**src/rtl/wb_pkg.sv**
```systemverilog
// Shared wishbone bus widths and arbiter state encoding.
package wb_pkg;
   localparam int WB_ADDR_W = 30;
   localparam int WB_DATA_W = 32;
   localparam int WB_SEL_W  = 4;

   typedef enum logic [1:0] {
      IDLE = 2'd0,
      G0   = 2'd1,
      G1   = 2'd2
   } arb_state_t;
endpackage

```
**src/rtl/wb_if.sv**
```systemverilog
// Pipelined 32-bit wishbone bus bundle.
interface wb_if;
   import wb_pkg::*;

   logic                 cyc;
   logic                 stb;
   logic                 we;
   logic [WB_SEL_W-1:0]  sel;
   logic [WB_ADDR_W-1:0] addr;
   logic [WB_DATA_W-1:0] mosi_data;
   logic [WB_DATA_W-1:0] miso_data;
   logic                 ack;
   logic                 err;
   logic                 stall;

   modport master (
      output cyc, stb, we, sel, addr, mosi_data,
      input  miso_data, ack, err, stall
   );

   modport slave (
      input  cyc, stb, we, sel, addr, mosi_data,
      output miso_data, ack, err, stall
   );
endinterface

```
**src/rtl/wb_watchdog.sv**
```systemverilog
// Outstanding-request counter and no-progress timer for one bus owner.
// Raises a single-cycle abort when the owner has been stuck too long.
module wb_watchdog #(
   parameter int TIMEOUT = 255,
   parameter int CNT_W   = 4
) (
   input  logic i_clk,
   input  logic i_reset,
   input  logic active,
   input  logic clear,
   input  logic stb_req,
   input  logic stall,
   input  logic resp,
   output logic abort,
   output logic sat,
   output logic resp_ok
);
   localparam int WD_W = (TIMEOUT < 2) ? 1 : $clog2(TIMEOUT);
   localparam logic [WD_W-1:0] WD_LAST = WD_W'(TIMEOUT - 1);
   localparam logic [CNT_W-1:0] CNT_MAX = '1;

   logic [CNT_W-1:0] cnt;
   logic [WD_W-1:0]  wdog;
   logic pending;
   logic req_go;
   logic accept;
   logic stalled;

   assign pending = cnt != '0;
   assign req_go  = stb_req & ~stall;
   assign accept  = req_go & ~abort;
   // responses with nothing in flight belong to an abandoned cycle
   assign resp_ok = resp & (pending | req_go);
   assign stalled = active & (pending | (stb_req & stall)) & ~resp_ok;
   assign abort   = (TIMEOUT != 0) && stalled && (wdog == WD_LAST);
   assign sat     = cnt == CNT_MAX;

   always_ff @(posedge i_clk) begin
      if (i_reset || clear || abort)
         cnt <= '0;
      else if (accept && !resp_ok && !sat)
         cnt <= cnt + CNT_W'(1);
      else if (resp_ok && !accept)
         cnt <= cnt - CNT_W'(1);

      if (i_reset || clear || abort || !stalled || TIMEOUT == 0)
         wdog <= '0;
      else
         wdog <= wdog + WD_W'(1);
   end
endmodule

```
**src/rtl/wb_arbiter_2to1.sv**
```systemverilog
// Two-master round-robin wishbone arbiter; the grant is held for the
// owner's whole cycle and hung cycles are aborted with err.
module wb_arbiter_2to1
   import wb_pkg::*;
#(
   parameter int TIMEOUT = 255,
   parameter int CNT_W   = 4
) (
   input  logic       i_clk,
   input  logic       i_reset,
   wb_if.slave        m0,
   wb_if.slave        m1,
   wb_if.master       s,
   output logic [1:0] o_grant,
   output logic       o_timeout
);
   arb_state_t state, state_n;
   logic last, last_n;
   logic own0, own1;
   logic own_cyc, own_stb, stb_req;
   logic abort, sat, resp_ok;

   always_ff @(posedge i_clk) begin
      if (i_reset) begin
         state <= IDLE;
         last  <= 1'b1;
      end else begin
         state <= state_n;
         last  <= last_n;
      end
   end

   always_comb begin
      state_n = state;
      last_n  = last;
      unique case (state)
         IDLE: begin
            if (m0.cyc && m1.cyc)
               state_n = last ? G0 : G1;
            else if (m0.cyc)
               state_n = G0;
            else if (m1.cyc)
               state_n = G1;
         end
         G0: begin
            if (!m0.cyc) begin
               last_n  = 1'b0;
               state_n = m1.cyc ? G1 : IDLE;
            end
         end
         G1: begin
            if (!m1.cyc) begin
               last_n  = 1'b1;
               state_n = m0.cyc ? G0 : IDLE;
            end
         end
         default: state_n = IDLE;
      endcase
   end

   assign own0    = state == G0;
   assign own1    = state == G1;
   assign own_cyc = own1 ? m1.cyc : (own0 & m0.cyc);
   assign own_stb = own1 ? m1.stb : (own0 & m0.stb);
   assign stb_req = own_stb & own_cyc & ~sat;

   wb_watchdog #(
      .TIMEOUT (TIMEOUT),
      .CNT_W   (CNT_W)
   ) u_wd (
      .i_clk   (i_clk),
      .i_reset (i_reset),
      .active  (own0 | own1),
      .clear   (state_n != state),
      .stb_req (stb_req),
      .stall   (s.stall),
      .resp    (s.ack | s.err),
      .abort   (abort),
      .sat     (sat),
      .resp_ok (resp_ok)
   );

   assign s.cyc       = own_cyc & ~abort;
   assign s.stb       = stb_req & ~abort;
   assign s.we        = own1 ? m1.we        : m0.we;
   assign s.sel       = own1 ? m1.sel       : m0.sel;
   assign s.addr      = own1 ? m1.addr      : m0.addr;
   assign s.mosi_data = own1 ? m1.mosi_data : m0.mosi_data;

   assign m0.ack       = own0 & s.ack & resp_ok;
   assign m0.err       = own0 & ((s.err & resp_ok) | abort);
   assign m0.stall     = ~own0 | s.stall | sat;
   assign m0.miso_data = s.miso_data;

   assign m1.ack       = own1 & s.ack & resp_ok;
   assign m1.err       = own1 & ((s.err & resp_ok) | abort);
   assign m1.stall     = ~own1 | s.stall | sat;
   assign m1.miso_data = s.miso_data;

   assign o_grant   = {own1, own0};
   assign o_timeout = abort;
endmodule

```
**src/flat_wrapper.sv**
```systemverilog
// flat-port wrapper written by rule: the top's interface ports become plain ports
module wb_arbiter_2to1_flat import wb_pkg::*;
#(
   parameter int TIMEOUT = 255,
   parameter int CNT_W   = 4
)
  (i_clk, i_reset, o_grant, o_timeout, m0_cyc, m0_stb, m0_we, m0_sel, m0_addr, m0_mosi_data, m0_miso_data, m0_ack, m0_err, m0_stall, m1_cyc, m1_stb, m1_we, m1_sel, m1_addr, m1_mosi_data, m1_miso_data, m1_ack, m1_err, m1_stall, s_cyc, s_stb, s_we, s_sel, s_addr, s_mosi_data, s_miso_data, s_ack, s_err, s_stall);
  wb_if m0_i ();
  wb_if m1_i ();
  wb_if s_i ();
  input  logic i_clk;
  input  logic i_reset;
  output logic [1:0] o_grant;
  output logic o_timeout;
  input wire logic [$bits(m0_i.cyc)-1:0] m0_cyc;
  input wire logic [$bits(m0_i.stb)-1:0] m0_stb;
  input wire logic [$bits(m0_i.we)-1:0] m0_we;
  input wire logic [$bits(m0_i.sel)-1:0] m0_sel;
  input wire logic [$bits(m0_i.addr)-1:0] m0_addr;
  input wire logic [$bits(m0_i.mosi_data)-1:0] m0_mosi_data;
  output wire logic [$bits(m0_i.miso_data)-1:0] m0_miso_data;
  output wire logic [$bits(m0_i.ack)-1:0] m0_ack;
  output wire logic [$bits(m0_i.err)-1:0] m0_err;
  output wire logic [$bits(m0_i.stall)-1:0] m0_stall;
  input wire logic [$bits(m1_i.cyc)-1:0] m1_cyc;
  input wire logic [$bits(m1_i.stb)-1:0] m1_stb;
  input wire logic [$bits(m1_i.we)-1:0] m1_we;
  input wire logic [$bits(m1_i.sel)-1:0] m1_sel;
  input wire logic [$bits(m1_i.addr)-1:0] m1_addr;
  input wire logic [$bits(m1_i.mosi_data)-1:0] m1_mosi_data;
  output wire logic [$bits(m1_i.miso_data)-1:0] m1_miso_data;
  output wire logic [$bits(m1_i.ack)-1:0] m1_ack;
  output wire logic [$bits(m1_i.err)-1:0] m1_err;
  output wire logic [$bits(m1_i.stall)-1:0] m1_stall;
  output wire logic [$bits(s_i.cyc)-1:0] s_cyc;
  output wire logic [$bits(s_i.stb)-1:0] s_stb;
  output wire logic [$bits(s_i.we)-1:0] s_we;
  output wire logic [$bits(s_i.sel)-1:0] s_sel;
  output wire logic [$bits(s_i.addr)-1:0] s_addr;
  output wire logic [$bits(s_i.mosi_data)-1:0] s_mosi_data;
  input wire logic [$bits(s_i.miso_data)-1:0] s_miso_data;
  input wire logic [$bits(s_i.ack)-1:0] s_ack;
  input wire logic [$bits(s_i.err)-1:0] s_err;
  input wire logic [$bits(s_i.stall)-1:0] s_stall;
  assign m0_i.cyc = m0_cyc;
  assign m0_i.stb = m0_stb;
  assign m0_i.we = m0_we;
  assign m0_i.sel = m0_sel;
  assign m0_i.addr = m0_addr;
  assign m0_i.mosi_data = m0_mosi_data;
  assign m0_miso_data = m0_i.miso_data;
  assign m0_ack = m0_i.ack;
  assign m0_err = m0_i.err;
  assign m0_stall = m0_i.stall;
  assign m1_i.cyc = m1_cyc;
  assign m1_i.stb = m1_stb;
  assign m1_i.we = m1_we;
  assign m1_i.sel = m1_sel;
  assign m1_i.addr = m1_addr;
  assign m1_i.mosi_data = m1_mosi_data;
  assign m1_miso_data = m1_i.miso_data;
  assign m1_ack = m1_i.ack;
  assign m1_err = m1_i.err;
  assign m1_stall = m1_i.stall;
  assign s_cyc = s_i.cyc;
  assign s_stb = s_i.stb;
  assign s_we = s_i.we;
  assign s_sel = s_i.sel;
  assign s_addr = s_i.addr;
  assign s_mosi_data = s_i.mosi_data;
  assign s_i.miso_data = s_miso_data;
  assign s_i.ack = s_ack;
  assign s_i.err = s_err;
  assign s_i.stall = s_stall;
  wb_arbiter_2to1 #(.TIMEOUT(TIMEOUT), .CNT_W(CNT_W)) u_core (.i_clk(i_clk), .i_reset(i_reset), .m0(m0_i), .m1(m1_i), .s(s_i), .o_grant(o_grant), .o_timeout(o_timeout));
endmodule
```
**config.mk**
```make
export PLATFORM = sky130hd
export DESIGN_NAME = wb_arbiter_2to1_flat
export DESIGN_NICKNAME = d
export VERILOG_FILES = /design/src/rtl/wb_pkg.sv /design/src/rtl/wb_if.sv /design/src/rtl/wb_watchdog.sv /design/src/rtl/wb_arbiter_2to1.sv /design/src/flat_wrapper.sv
export SDC_FILE = /design/constraint.sdc
export NUM_CORES = 1
export LEC_CHECK = 0
export ABC_AREA = 1
export ABC_CLOCK_PERIOD_IN_PS = 5100
export BUFFER_PORTS_ARGS = -buffer_cell sky130_fd_sc_hd__buf_2
export CAP_MARGIN = 10
export CORE_AREA = 3 3 120 122
export DETAILED_ROUTE_END_ITERATION = 8
export DIE_AREA = 0 0 123 125
export MAX_ROUTING_LAYER = met4
export SETUP_SLACK_MARGIN = 0.15
export SLEW_MARGIN = 20
export SYNTH_ARGS = -nofsm -noshare
export SYNTH_HDL_FRONTEND = slang
export SYNTH_HIERARCHICAL = 1
export SYNTH_SLANG_ARGS = --single-unit
```
**constraint.sdc**
```tcl
create_clock -name i_clk -period 5.1 [get_ports i_clk]
set_clock_uncertainty 0.1 [all_clocks]
set_input_delay 1.02 -clock i_clk [delete_from_list [all_inputs] [get_ports i_clk]]
set_output_delay 1.02 -clock i_clk [all_outputs]
set_load 0.01 [all_outputs]
```
==> reports/metrics.yaml, run 1 <==
clock_tree:
  htree_levels: 1
  clockBufferDepth: 2
  cts_resized: 0
  cts.sinks: 15
  cts_root_buffer: "clkbuf_16"
  cts_hold_buf: 0
  cts_setup_buffers: 0
  cts_made_buffers: 3
die:
  die_x_microns: 123
  rows: 42
  start_util_pct: 18.48
  fp.dieH_microns: 125
  boundaryPins: 317
place:
  dp_hpwl_microns: 7985
  dpl_cell_area_sq_um: 3218
  gp_congestion: 0.8084
  dp.cells: 760
  post-place-ws_ns: 1.179
  io_buffers: 220
synthesis:
  synth-seq-cells: 15
  ys_types: 33
  synth-async-reset-ratio_pct: 0
  syn_area_per_cell_sq_um: 5.547
  synth.top_cell.area_share_pct: 35.29
  synth-edff-count: 0
  synth-seq-area-share_pct: 12.22
  synth_cells: 443
  synth.net_count: 628
  ys_warn_count: 6
  synthFlopType: "dfxtp_1"
  syn_area_sq_um: 2457
  synthTopCellsByArea: "nand2_1 35%, buf_4 21%, dfxtp_1 12%"
  yosysTopAreaCell: "nand2_1"
status:
  error_line: "[ERROR DRT-0255] Maze Route cannot find path of net s_miso_data[4] in worker of routeBox ( 96600 96600 ) ( 123000 125000 )."
  stop_stage: "detailed routing"
  run_status: "did not finish"
global_routing:
  grt_max_degree: 49
  grt_pass1_vias: 2752
  antenna_found_initial: 2
  grt.total_usage_pct: 11.32
  grt_pass1_wl_microns: 13460
  grt_overflow_total: 0
[synth_stat cells (2+ instances only)]
cell type,count
nor2_2,2
buf_2,6
nor2_1,28
dfxtp_1,15
nand3_1,13
a21oi_1,3
buf_4,70
nand2_2,4
o21ai_1,6
nor3_1,3
xnor2_1,2
inv_1,19
nand2_1,231
nand2_4,2
xor2_1,3
inv_2,4
clkbuf_1,5
ha_1,9
nand3_4,3
a31oi_1,2
[layer usage]
metal / GRT usage, %
met2: 18.98
met1: 12.77
met4: 3.388
met5: -
met3: 3.704
[per-stage QoR]
stage	util (%)	hold slack [ns]
floorplan	-	0.3300
global placement	24.20	0.3434
detailed placement	24.20	0.3563
CTS	24.83	0.3690
global route	24.86	0.4166
[kinds of logic after synthesis]
| group | after synthesis | share of synthesized area, % |
|---|---|---|
| flops | 15 | 12.22 |
| fa+ha+maj | 10 | 5.397 |
| xor+xnor | 5 | 1.782 |
| simple gates | 293 | 49.95 |
| buf+inv | 107 | 27.80 |
| compound gates | 13 | 2.851 |
==> inputs of run 2 (changes only) <==
--- a/config.mk
+++ b/config.mk
@@ -12,8 +12,7 @@
 export CORE_AREA = 3 3 120 122
 export DETAILED_ROUTE_END_ITERATION = 8
 export DIE_AREA = 0 0 123 125
-export MAX_ROUTING_LAYER = met4
-export SETUP_SLACK_MARGIN = 0.15
+export PLACE_DENSITY_LB_ADDON = 0.15
 export SLEW_MARGIN = 20
 export SYNTH_ARGS = -nofsm -noshare
 export SYNTH_HDL_FRONTEND = slang
==> reports/metrics.yaml, run 2 <==
die:
  die_x_microns: 123
  fp.dieH_microns: 125
  die_area_sq_um: 15380
  start_util_pct: 18.48
  boundaryPins: 317
  core-area_sq_um: 13300
  rows: 42
drt:
  met2WireLength_microns: 4575
  wl_met1_microns: 3537
  top_layer: "met5"
  firstDrtPassIters: 4
  vias: 2993
  wl_per_cell_microns: 12.13
  drtAntennaViolNets: 0
  drt-total-wl_microns: 9252
  drc: 0
  viasPerCell: 3.923
  dr.first_iter.drc_count: 84
  wl_met3_microns: 1008
clock_tree:
  clk_latency_ns: 0.25
  cts_root_buffer: "clkbuf_16"
  htree_levels: 1
  path_clk_slew_ns: 0.05
  clockBufferDepth: 2
  cts_hold_buf: 0
  cts_setup_buffers: 0
  cts_resized: 0
  cts_made_buffers: 3
  cts_tree: "yes"
  cts.sinks: 15
sta:
  slew_headroom_pct: 51.69
  worstMarginPinSlew_ns: 0.7247
  setup-violations-final: 0
  fin_crit_sh_pct: 88.56
  rsz0062_at_grt: "false"
  slew_violations: 0
  setup-tns-final_ns: 0
  max_freq_ghz: 0.2214
  period_needed_ns: 4.516
  final-hold-violation-count: 0
pwr:
  ir_worst_vdd_mv: 0.08864
  powerDensity_nw_per_um2: 215.1
  p_leak_uw: 0.002014
  total_power_uw: 708.4
status:
  run_status: "completed"
synthesis:
  synth.top_cell.area_share_pct: 35.29
  syn_area_sq_um: 2457
  synth.net_count: 628
  synth-edff-count: 0
  ys_warn_count: 6
  synth-async-reset-ratio_pct: 0
  synth.most_common_cell: "nand2_1"
  synth_cells: 443
  synth-seq-cells: 15
  syn_area_per_cell_sq_um: 5.547
  synthFlopType: "dfxtp_1"
  synthTopCellsByArea: "nand2_1 35%, buf_4 21%, dfxtp_1 12%"
  yosysTopAreaCell: "nand2_1"
  ys_types: 33
  synth-seq-area-share_pct: 12.22
  synth_commonest_cells: "231 x nand2_1, 70 x buf_4, 28 x nor2_1, 19 x inv_1, 15 x dfxtp_1"
run:
  cap_violations: 0
place:
  dp.cells: 759
  io_buffers: 220
  gp_congestion: 0.7734
  dp_hpwl_microns: 7929
global_routing:
  grt.total_usage_pct: 11.26
  grt_pass1_vias: 2852
  grt_max_degree: 45
  grt_overflow_total: 0
  grt_pass1_wl_microns: 14080
  antenna_found_initial: 2
worst_setup_path:
  critPathCaptureType: "primary output"
  worst-path-max-fanout: 36
  cpPeakStageDelay_ns: 0.67
  path_class: "register to primary output"
  cp_cell_sequence: "inv_1 > ha_2 > inv_2 > o21ai_1 > nor3_1 > nand2_1 > nand3_1 > nand2_1 > inv_2 > nand3_4 > inv_1 > a21oi_1 > nor2_1 > buf_2"
  crit_path_start_kind: "register"
  slowest_stage: "ha_2"
  cp.arrival_ns: 3.40
  cp.required_ns: 3.98
cells_and_area:
  utilization_pct: 24.77
  drive_above_1_share_pct: 42.42
  stdcell_count: 763
  antenna_cells: 0
  largest_reg_flops: 8
  layout_commonest_cell: "nand2_1"
  final_cell_mix: "231 x nand2_1, 220 x buf_2, 28 x nor2_1, 19 x inv_1, 15 x dfxtp_1"
  nNetsFinal: 773
  area_growth_pct: 34.01
  max_flop_register: "u_core/u_wd/wdog"
  reg_top3: "u_core/u_wd/wdog: 8 flops, u_core/u_wd/cnt: 4 flops, u_core/state: 2 flops"
min_path:
  hp-class: "register to register"
## run 2: cell counts after synthesis
No cell type changed its count.
## run 2: cell type report
| cell class | count | area, sq um |
|---|---|---|
| clock inverters | 1 | 7.507 |
| well taps | 176 | 220.2 |
| inverters | 25 | 97.59 |
| fillers | 1525 | 10000 |
| multi-input cells | 321 | 1476 |
| flip-flops and latches | 15 | 300.3 |
| repair buffers | 222 | 1116 |
| clock buffers | 3 | 75.07 |
## run 2: final timing paths
path / from / endpoint / slack (ns) / cells past startpoint
max: u_core/state[0] / m1_err / 0.58 / 14
min: u_core/u_wd/wdog[0] / u_core/u_wd/wdog[0] / 0.37 / 1
max reg2reg: u_core/state[0] / u_core/u_wd/cnt[3] / 1.27 / 20
min reg2reg: u_core/u_wd/wdog[0] / u_core/u_wd/wdog[0] / 0.37 / 1
## run 2: metal layers
metal / GRT usage [%] / vias up
li1: - / 1562
met1: 12.72 / 1251
met2: 20.75 / 157
met3: 3.388 / 19
met4: 2.150 / 4
met5: 0 / -
## run 2: kinds of logic (layout without fill, tap and decap cells)
group                    Yosys count  count (layout)  synth area share [%]
AO/OA/AOI/OAI                     13              13                 2.851
XOR/XNOR                           5               5                 1.782
flip-flops                        15              15                 12.22
buffers and inverters            107             251                 27.80
adder cells (fa/ha/maj)           10              10                 5.397
AND/OR/NAND/NOR                  293             293                 49.95
## run 2: per-stage QoR
step                      cell area (sq um)  hold slack, ns  setup slack, ns
after floorplan                        2457          0.3300            1.477
after global routing                   3293          0.4034           0.2684
after global placement                 3211          0.3519           0.9094
after detailed placement               3211          0.3604           0.8352
after CTS                              3293          0.3719           0.5688
final                                  3293          0.3686           0.5837
## run 2: critical path: cells and delay by family, from the launching register on
kind | cells | cell delay (ns)
DFF | 1 | 0.37
AOI/OAI and AO/OA | 2 | 0.78
adders and majority gates | 1 | 0.67
and+or+nand+nor | 6 | 0.48
buffers and inverters | 5 | 0.84
## run 2: where the power goes
part / internal, uW / total [uW] / switching [uW]
Clock: 106 / 155 / 49.4
Sequential: 125 / 135 / 10.5
Combinational: 166 / 418 / 253
Power figures use the tool's default switching activity.
